### config.mk
export PLATFORM = sky130hd
export DESIGN_NAME = soc_rst_ctrl
export DESIGN_NICKNAME = d
export VERILOG_FILES = /design/src/rtl/soc_rst_ctrl.sv
export SDC_FILE = /design/constraint.sdc
export NUM_CORES = 1
export LEC_CHECK = 0
export BUFFER_PORTS_ARGS = -buffer_cell sky130_fd_sc_hd__clkbuf_2
export CORE_MARGIN = 3
export CORE_UTILIZATION = 55
export CTS_BUF_LIST = sky130_fd_sc_hd__clkbuf_4
export DETAILED_ROUTE_END_ITERATION = 10
export PLACE_DENSITY = 0.78
export SYNTH_ARGS = -nofsm -noshare
export SYNTH_HDL_FRONTEND = slang
export SYNTH_SLANG_ARGS = --single-unit
### constraint.sdc
create_clock -name rstc_clk_i -period 1.7 [get_ports rstc_clk_i]
set_input_delay 0.17 -clock rstc_clk_i [delete_from_list [all_inputs] [get_ports rstc_clk_i]]
set_output_delay 0.17 -clock rstc_clk_i [all_outputs]
set_load 0.03 [all_outputs]
### src/rtl/soc_rst_ctrl.sv
// Reset conditioner: power-on hold plus a synchronised, debounced pushbutton reset.
// The SoC reset is held for a fixed number of cycles after every reset cause ends.
`timescale 1ns/1ps
module soc_rst_ctrl #(
  parameter int unsigned HOLD_CYCLES     = 1024,
  parameter int unsigned DEBOUNCE_CYCLES = 100000,
  parameter int unsigned SYNC_STAGES     = 2,
  parameter bit          BTN_ACTIVE_LOW  = 1'b1
) (
  input  logic       rstc_clk_i,
  input  logic       rstc_rst_i,
  input  logic       rstc_btn_i,
  output logic       rstc_soc_rst_o,
  output logic [1:0] rstc_state_o,
  output logic [7:0] rstc_press_cnt_o
);

  localparam int unsigned MAX_CYCLES = (HOLD_CYCLES > DEBOUNCE_CYCLES) ? HOLD_CYCLES : DEBOUNCE_CYCLES;
  localparam int unsigned CNT_W      = $clog2(MAX_CYCLES + 1);
  localparam logic [CNT_W-1:0] HOLD_LAST = CNT_W'(HOLD_CYCLES - 1);
  localparam logic [CNT_W-1:0] DEB_LAST  = CNT_W'(DEBOUNCE_CYCLES - 1);
  localparam logic [CNT_W-1:0] CNT_ONE   = CNT_W'(1);

  typedef enum logic [1:0] {
    ST_HOLD     = 2'd0,
    ST_RUN      = 2'd1,
    ST_DEBOUNCE = 2'd2,
    ST_PRESSED  = 2'd3
  } state_t;

  logic [SYNC_STAGES-1:0] sync_q, sync_d;
  state_t                 state_q, state_d;
  logic [CNT_W-1:0]       cnt_q, cnt_d;
  logic                   soc_rst_q, soc_rst_d;
  logic [7:0]             press_cnt_q, press_cnt_d;
  logic                   btn_pressed;

  assign sync_d[0] = rstc_btn_i;
  genvar gi;
  generate
    for (gi = 1; gi < SYNC_STAGES; gi++) begin : g_sync
      assign sync_d[gi] = sync_q[gi-1];
    end
  endgenerate

  assign btn_pressed = sync_q[SYNC_STAGES-1] ^ BTN_ACTIVE_LOW;

  always_comb begin
    state_d     = state_q;
    cnt_d       = cnt_q + CNT_ONE;
    soc_rst_d   = soc_rst_q;
    press_cnt_d = press_cnt_q;
    case (state_q)
      ST_HOLD: begin
        soc_rst_d = 1'b1;
        if (cnt_q == HOLD_LAST) begin
          state_d   = ST_RUN;
          cnt_d     = '0;
          soc_rst_d = 1'b0;
        end
      end
      ST_RUN: begin
        soc_rst_d = 1'b0;
        cnt_d     = '0;
        if (btn_pressed) begin
          state_d = ST_DEBOUNCE;
        end
      end
      ST_DEBOUNCE: begin
        soc_rst_d = 1'b0;
        if (!btn_pressed) begin
          state_d = ST_RUN;
          cnt_d   = '0;
        end else if (cnt_q == DEB_LAST) begin
          // Reset rises on the accepting edge itself, not one cycle later.
          state_d   = ST_PRESSED;
          cnt_d     = '0;
          soc_rst_d = 1'b1;
          if (press_cnt_q != 8'hFF) begin
            press_cnt_d = press_cnt_q + 8'd1;
          end
        end
      end
      ST_PRESSED: begin
        soc_rst_d = 1'b1;
        if (btn_pressed) begin
          cnt_d = '0;
        end else if (cnt_q == DEB_LAST) begin
          state_d = ST_HOLD;
          cnt_d   = '0;
        end
      end
      default: begin
        state_d   = ST_HOLD;
        cnt_d     = '0;
        soc_rst_d = 1'b1;
      end
    endcase
  end

  always_ff @(posedge rstc_clk_i or posedge rstc_rst_i) begin
    if (rstc_rst_i) begin
      sync_q      <= {SYNC_STAGES{BTN_ACTIVE_LOW}};
      state_q     <= ST_HOLD;
      cnt_q       <= '0;
      soc_rst_q   <= 1'b1;
      press_cnt_q <= 8'd0;
    end else begin
      sync_q      <= sync_d;
      state_q     <= state_d;
      cnt_q       <= cnt_d;
      soc_rst_q   <= soc_rst_d;
      press_cnt_q <= press_cnt_d;
    end
  end

  assign rstc_soc_rst_o   = soc_rst_q;
  assign rstc_state_o     = state_q;
  assign rstc_press_cnt_o = press_cnt_q;

endmodule
==> Word level (Yosys, flattened, before mapping) <==
Cells that the tools add are included.
{ "totals": {"regBits": 30, "latch_bits": 0, "mem_bits_rw": 0, "mem_bits_ro": 0, "inputBits": 3, "out_inout_bits": 11, "elab_cells": 38, "n_memories": 0} }
{ "classes": {"addsub": 2, "mul": 0, "div": 0, "magnitude_cmp": 0, "n_eq_ne": 11, "shifts": 0, "muxes": 16, "bitwise": 1, "n_reduce_logical": 3} }
{ "ops": {"columns": ["operator", "n"], "rows": [
  ["17-bit two-way mux", 4],
  ["17-bit one-hot mux with 4 select lines", 1],
  ["17-bit by 1-bit adder with 17-bit output, second input constant", 1],
  ["17-bit by 10-bit equality test with 1-bit output, second input constant", 1],
  ["17-bit equality test, second input constant", 1],
  ["2-bit two-way mux", 6],
  ["8-bit by 1-bit adder with 8-bit output, second input constant", 1],
  ["2-bit != test, second input constant", 4],
  ["8-bit != test, second input constant", 1],
  ["2-bit one-hot mux with 4 select lines", 1],
  ["5-bit AND reduction", 1],
  ["2-bit equality test, second input constant", 2],
  ["1-bit one-hot mux with 4 select lines", 1],
  ["4-bit AND reduction", 1],
  ["1-bit two-way mux", 3],
  ["3-bit != test, second input constant", 1],
  ["2-bit by 1-bit equality test with 1-bit output, second input constant", 1],
  ["2-bit zero test", 1],
  ["1-bit inverter", 1]
]} }

==> Logic depth before layout (Yosys ltp) <==
{ "logic_depth": {"depth_word": 4, "depth_mapped": 7} }

==> Worst setup path before layout <==
Ideal clock, no wire load.
{ "synth_timing": {"path_kind": "reg2reg", "startpoint": "register state_q[1], in the netlist rstc_state_o[1]", "endpoint": "register press_cnt_q[1], in the netlist rstc_press_cnt_o[1]", "arrival_ps": 1732, "t_required_ps": 1575, "slack_ps": -156, "stages_incl_launch_ff": 6, "synth_period_minus_slack_ps": 1856, "path_cell_list": "dfrtp_1 clkbuf_1 nor3b_1 o211ai_1 nor2_1 mux2_2"} }
{ "synth_between": {"elab_chain_cells": 2} }
{ "synth_lines": {"columns": ["item", "line", "text"], "rows": [
  ["start: declaration", "32", "state_t state_q, state_d;"],
  ["start signal: assignment", "110", "state_q <= state_d;"],
  ["2-bit equality test", "53", "case (state_q)"],
  ["4-bit AND reduction (no line)", null, null],
  ["end signal: assignment", "113", "press_cnt_q <= press_cnt_d;"],
  ["end: declaration", "35", "logic [7:0] press_cnt_q, press_cnt_d;"]
]} }
Every way passes these cells.
A chain may end at the register's enable or synchronous reset.

==> Worst setup path in the final report <==
{ "layout_timing": {"startpoint": "register cnt_q[0]", "endpoint": "register cnt_q[15]"} }
{ "layout_between": {"elab_chain_cells": 4, "elab_cells_between_ends": 8, "cone_classes": "add/sub (1); eq/ne (2); mux (5)"} }
{ "layout_lines": {"columns": ["item", "line", "text"], "rows": [
  ["start: declaration", "33", "logic [CNT_W-1:0] cnt_q, cnt_d;"],
  ["start signal: assignment", "111", "cnt_q <= cnt_d;"],
  ["17-bit by 1-bit adder with 17-bit output or 17-bit equality test (tied branches)", "50, 74, 88", null],
  ["17-bit two-way mux", "74, 88", null],
  ["17-bit two-way mux (on tied branches)", "86, 71", null],
  ["17-bit one-hot mux with 4 select lines *", "53", null],
  ["named net cnt_d[15]", "33", null]
]} }
The timed path passes the listed nets; every way through them passes the cells marked *.

==> summary.md <==
| Metric | Value |
|---|---|
| Largest net degree at the start of global routing | 31 |
| Cell family with most CP delay | simple AND/OR/NAND/NOR gates |
| First-pass GRT wire length | between 6000 and 7000 um |
| R2r setup slk | -130 ps |
| Post-Synth Simple-Gate Area | 0.207 |
| Synthesized area per cell | 10.3 um2 |
| Total track usage | 0.262 |
| Number of hold violations in the final report | 0 |
| Area growth syn-to-layout | 52.9% |
| Setup TNS | -2420 ps |
| Mux contribution to synthesized area | 0.00749 |
| Antenna violations before repair | 0 |
| N_diodes | 0 |
| Slowest CP cell | dfrtp_1 |
| DRT iter0 DRCs | 151 |
| Final clock skew | roughly 13 ps |
| Largest family of logic cells by synthesized area | simple AND/OR/NAND/NOR gates |
| Via Count | 1562 |
| Main synth FF type | dfrtp_1 |
| Post-Synthesis Cell Area | between 1500 and 2000 um2 |
| Avg Vias per Cell | around 6.5 |
| Synth Register Bits | 30 |
| Post-synthesis sequential area ratio | 0.502 |
| Compound-Gate Fraction of Synth Area | 0.121 |
| Maxcap violations | 0 |
| Total grt overflow | 0 |
| Dpl hpwl | roughly 2500 um |
| Post-synth ARST share | 1.00 |
| Peak VDD IR | around 0.0007 V |
| Core area | 2540 um2 |
| CP arrival | around 2000 ps |
| Leakage | approximately 0.0011 uW |
| CP peak stage delay | approximately 420 ps |
| DRC errors left | 0 |
| Post-route cell area | between 2000 and 2500 um2 |
| Clock Path Buffers | 2 |
| Critical Path RT | between 1500 and 2000 ps |
| DR pass1 iterations | 5 |
| Number of H-tree levels | 2 |
| WL/cell | between 20 and 25 um |
| Status | complete, but fails checks |
| Number of global-route vias before repair | ~1400 |
| PwrDens | ~510 nW/um2 |
| Post-route clock period utilization | 1.08 |
| Post-route ant nets | 0 |
| WS Path Type | flip-flop to flip-flop |
| Final Util | 0.904 |
| Adder-cell share of the synthesized area | 0.0166 |
| Hold Path Class | flip-flop to flip-flop |
| Yosys warnings | 0 |
| Max FO, Critical Path | 5 |
| Worst setup SP type | flip-flop |
| Post-Syn Nets | 151 |
| Crit. End Element | flip-flop |
| Share of post-route cells with drive strength above 1 | 0.512 |
| Post-Route WL | 5480 um |
| Worst slew margin | 0.709 |
| CTS tree | yes |
| Sinks on Clock Net | 30 |
| TritonCTS Buffers | 5 |
| Row cnt | 18 |
| Xor/xnor cell area share of the yosys netlist | 0.116 |
| Top Ports | 14 |
| Post-synthesis cell type count | 37 |
| Tmin final | ~1800 ps |
| Final setup vio count | 26 |
| Nets | 213 |
| RD Place Congestion | ~0.87 |
| RSZ-0062 raised after global routing | yes |
| Peak Freq | around 550 MHz |
| Die area | 3400 um2 |
| Buf+Inv Stages, Crit Path | 2 |
| Failing checks | negative setup slack |
| Post-DP Area | around 1900 um2 |
| Slew @ Worst Pin | approximately 430 ps |
| Die Wd | around 58 um |
| Clk_lat worst skew | around 340 ps |
| Clock-pin slew on the worst setup and hold paths | roughly 100 ps |
| CP Cell Sequence | ha_4 -> and4_4 -> nand4_1 -> buf_6 -> o211ai_4 -> buf_6 -> a22oi_2 |
| Setup WS pre-CTS | -183 ps |
| EDFF count, synth | 0 |
| Gate Count Post-Synth | between 100 and 150 |
| Port-buffer cells | 13 |
| Root buf cell | clkbuf_4 |
| CP most frequent cell | buf_6 |
| Starting Density | 0.591 |
| Commonest cells after routing, fill and taps aside | buf_4 (34), dfrtp_1 (23), clkbuf_2 (13) |
| Commonest non-fill, non-tap cell in the layout | buf_4 |
| Slew Viols, Final | 0 |
| Die height | between 50 and 60 um |
| Final worst slack | -131 ps |
[synthesized netlist by cell type, types with 3 or more instances]
master	n	area, um2
or3_1	4	25.0
clkbuf_1	4	15.0
nor4_1	7	43.8
inv_1	5	18.8
xor2_1	12	105
dfrtp_1	27	676
xnor2_1	8	70.1
a22oi_1	3	22.5
nand2_1	9	33.8
nor3_1	5	25.0
a21oi_1	16	80.1
o21ai_0	4	20.0
nand4_1	4	25.0
nand3_1	9	45.0
dfstp_2	3	78.8
[through the flow]
stage               cells  hold WS [ps]  power (uW)
finish                239           363        1160
global route          239           366        1200
CTS                   233           363        1160
detailed placement    215           252         755
global placement      215           232         753
floorplan             146           174         746
[timing repair]
item | 4_1_cts | 5_1_grt
pin swaps | 7 | 13
setup buffers | 7 | 6
gates cloned | 1 | 0
hold buffers | 2 | 0
hold endpoints to repair | 28 | 0
gates resized for setup | 21 | 29
endpoints found under the setup margin | 19 | 28
[final cells by class]
cell class / count / area (um2)
Sequential cell: 30 / 759
Tap cell: 30 / 37.5
Clock inverter: 3 / 16.3
Inverter: 5 / 18.8
Multi-Input combinational cell: 105 / 946
Fill cell: 106 / 245
Clock buffer: 5 / 37.5
Timing Repair Buffer: 61 / 484
[registers in the layout (all words and copies together), names as in the netlist]
signal,flops
rstc_soc_rst_o,1
cnt_q,17
rstc_press_cnt_o,8
sync_q,2
rstc_state_o,2
[cell families after synthesis]
group | Yosys count
and+or+nand+nor | 52
AOI/OAI and AO/OA | 30
DFF | 30
xor gates and xnor gates | 20
buffers and inverters | 11
adders and majority gates | 2
muxes | 1
[per-layer routing]
metal / vias up / global-route usage / part of all wire
met5: - / 0 / 0
li1: 666 / - / -
met1: 771 / 0.325 / 0.41
met2: 100 / 0.427 / 0.48
met3: 25 / 0.0746 / 0.072
met4: 0 / 0.113 / 0.035
[report_power, final]
group	switching (uW)	internal (uW)
combinational	17.1	7.25
clock	262	153
sequential	4.33	718
[final timing paths]
check	from	end	depth (start not counted)
hold reg to reg	sync_q[0]	sync_q[1]	0
hold / removal	sync_q[0]	sync_q[1]	0
min in group asynchronous	rstc_rst_i	rstc_press_cnt_o[1]	4
setup reg to reg	cnt_q[0]	cnt_q[15]	7
max in group asynchronous	rstc_rst_i	rstc_soc_rst_o	4
setup / recovery	cnt_q[0]	cnt_q[15]	7
(Power assumes the default switching activity.)
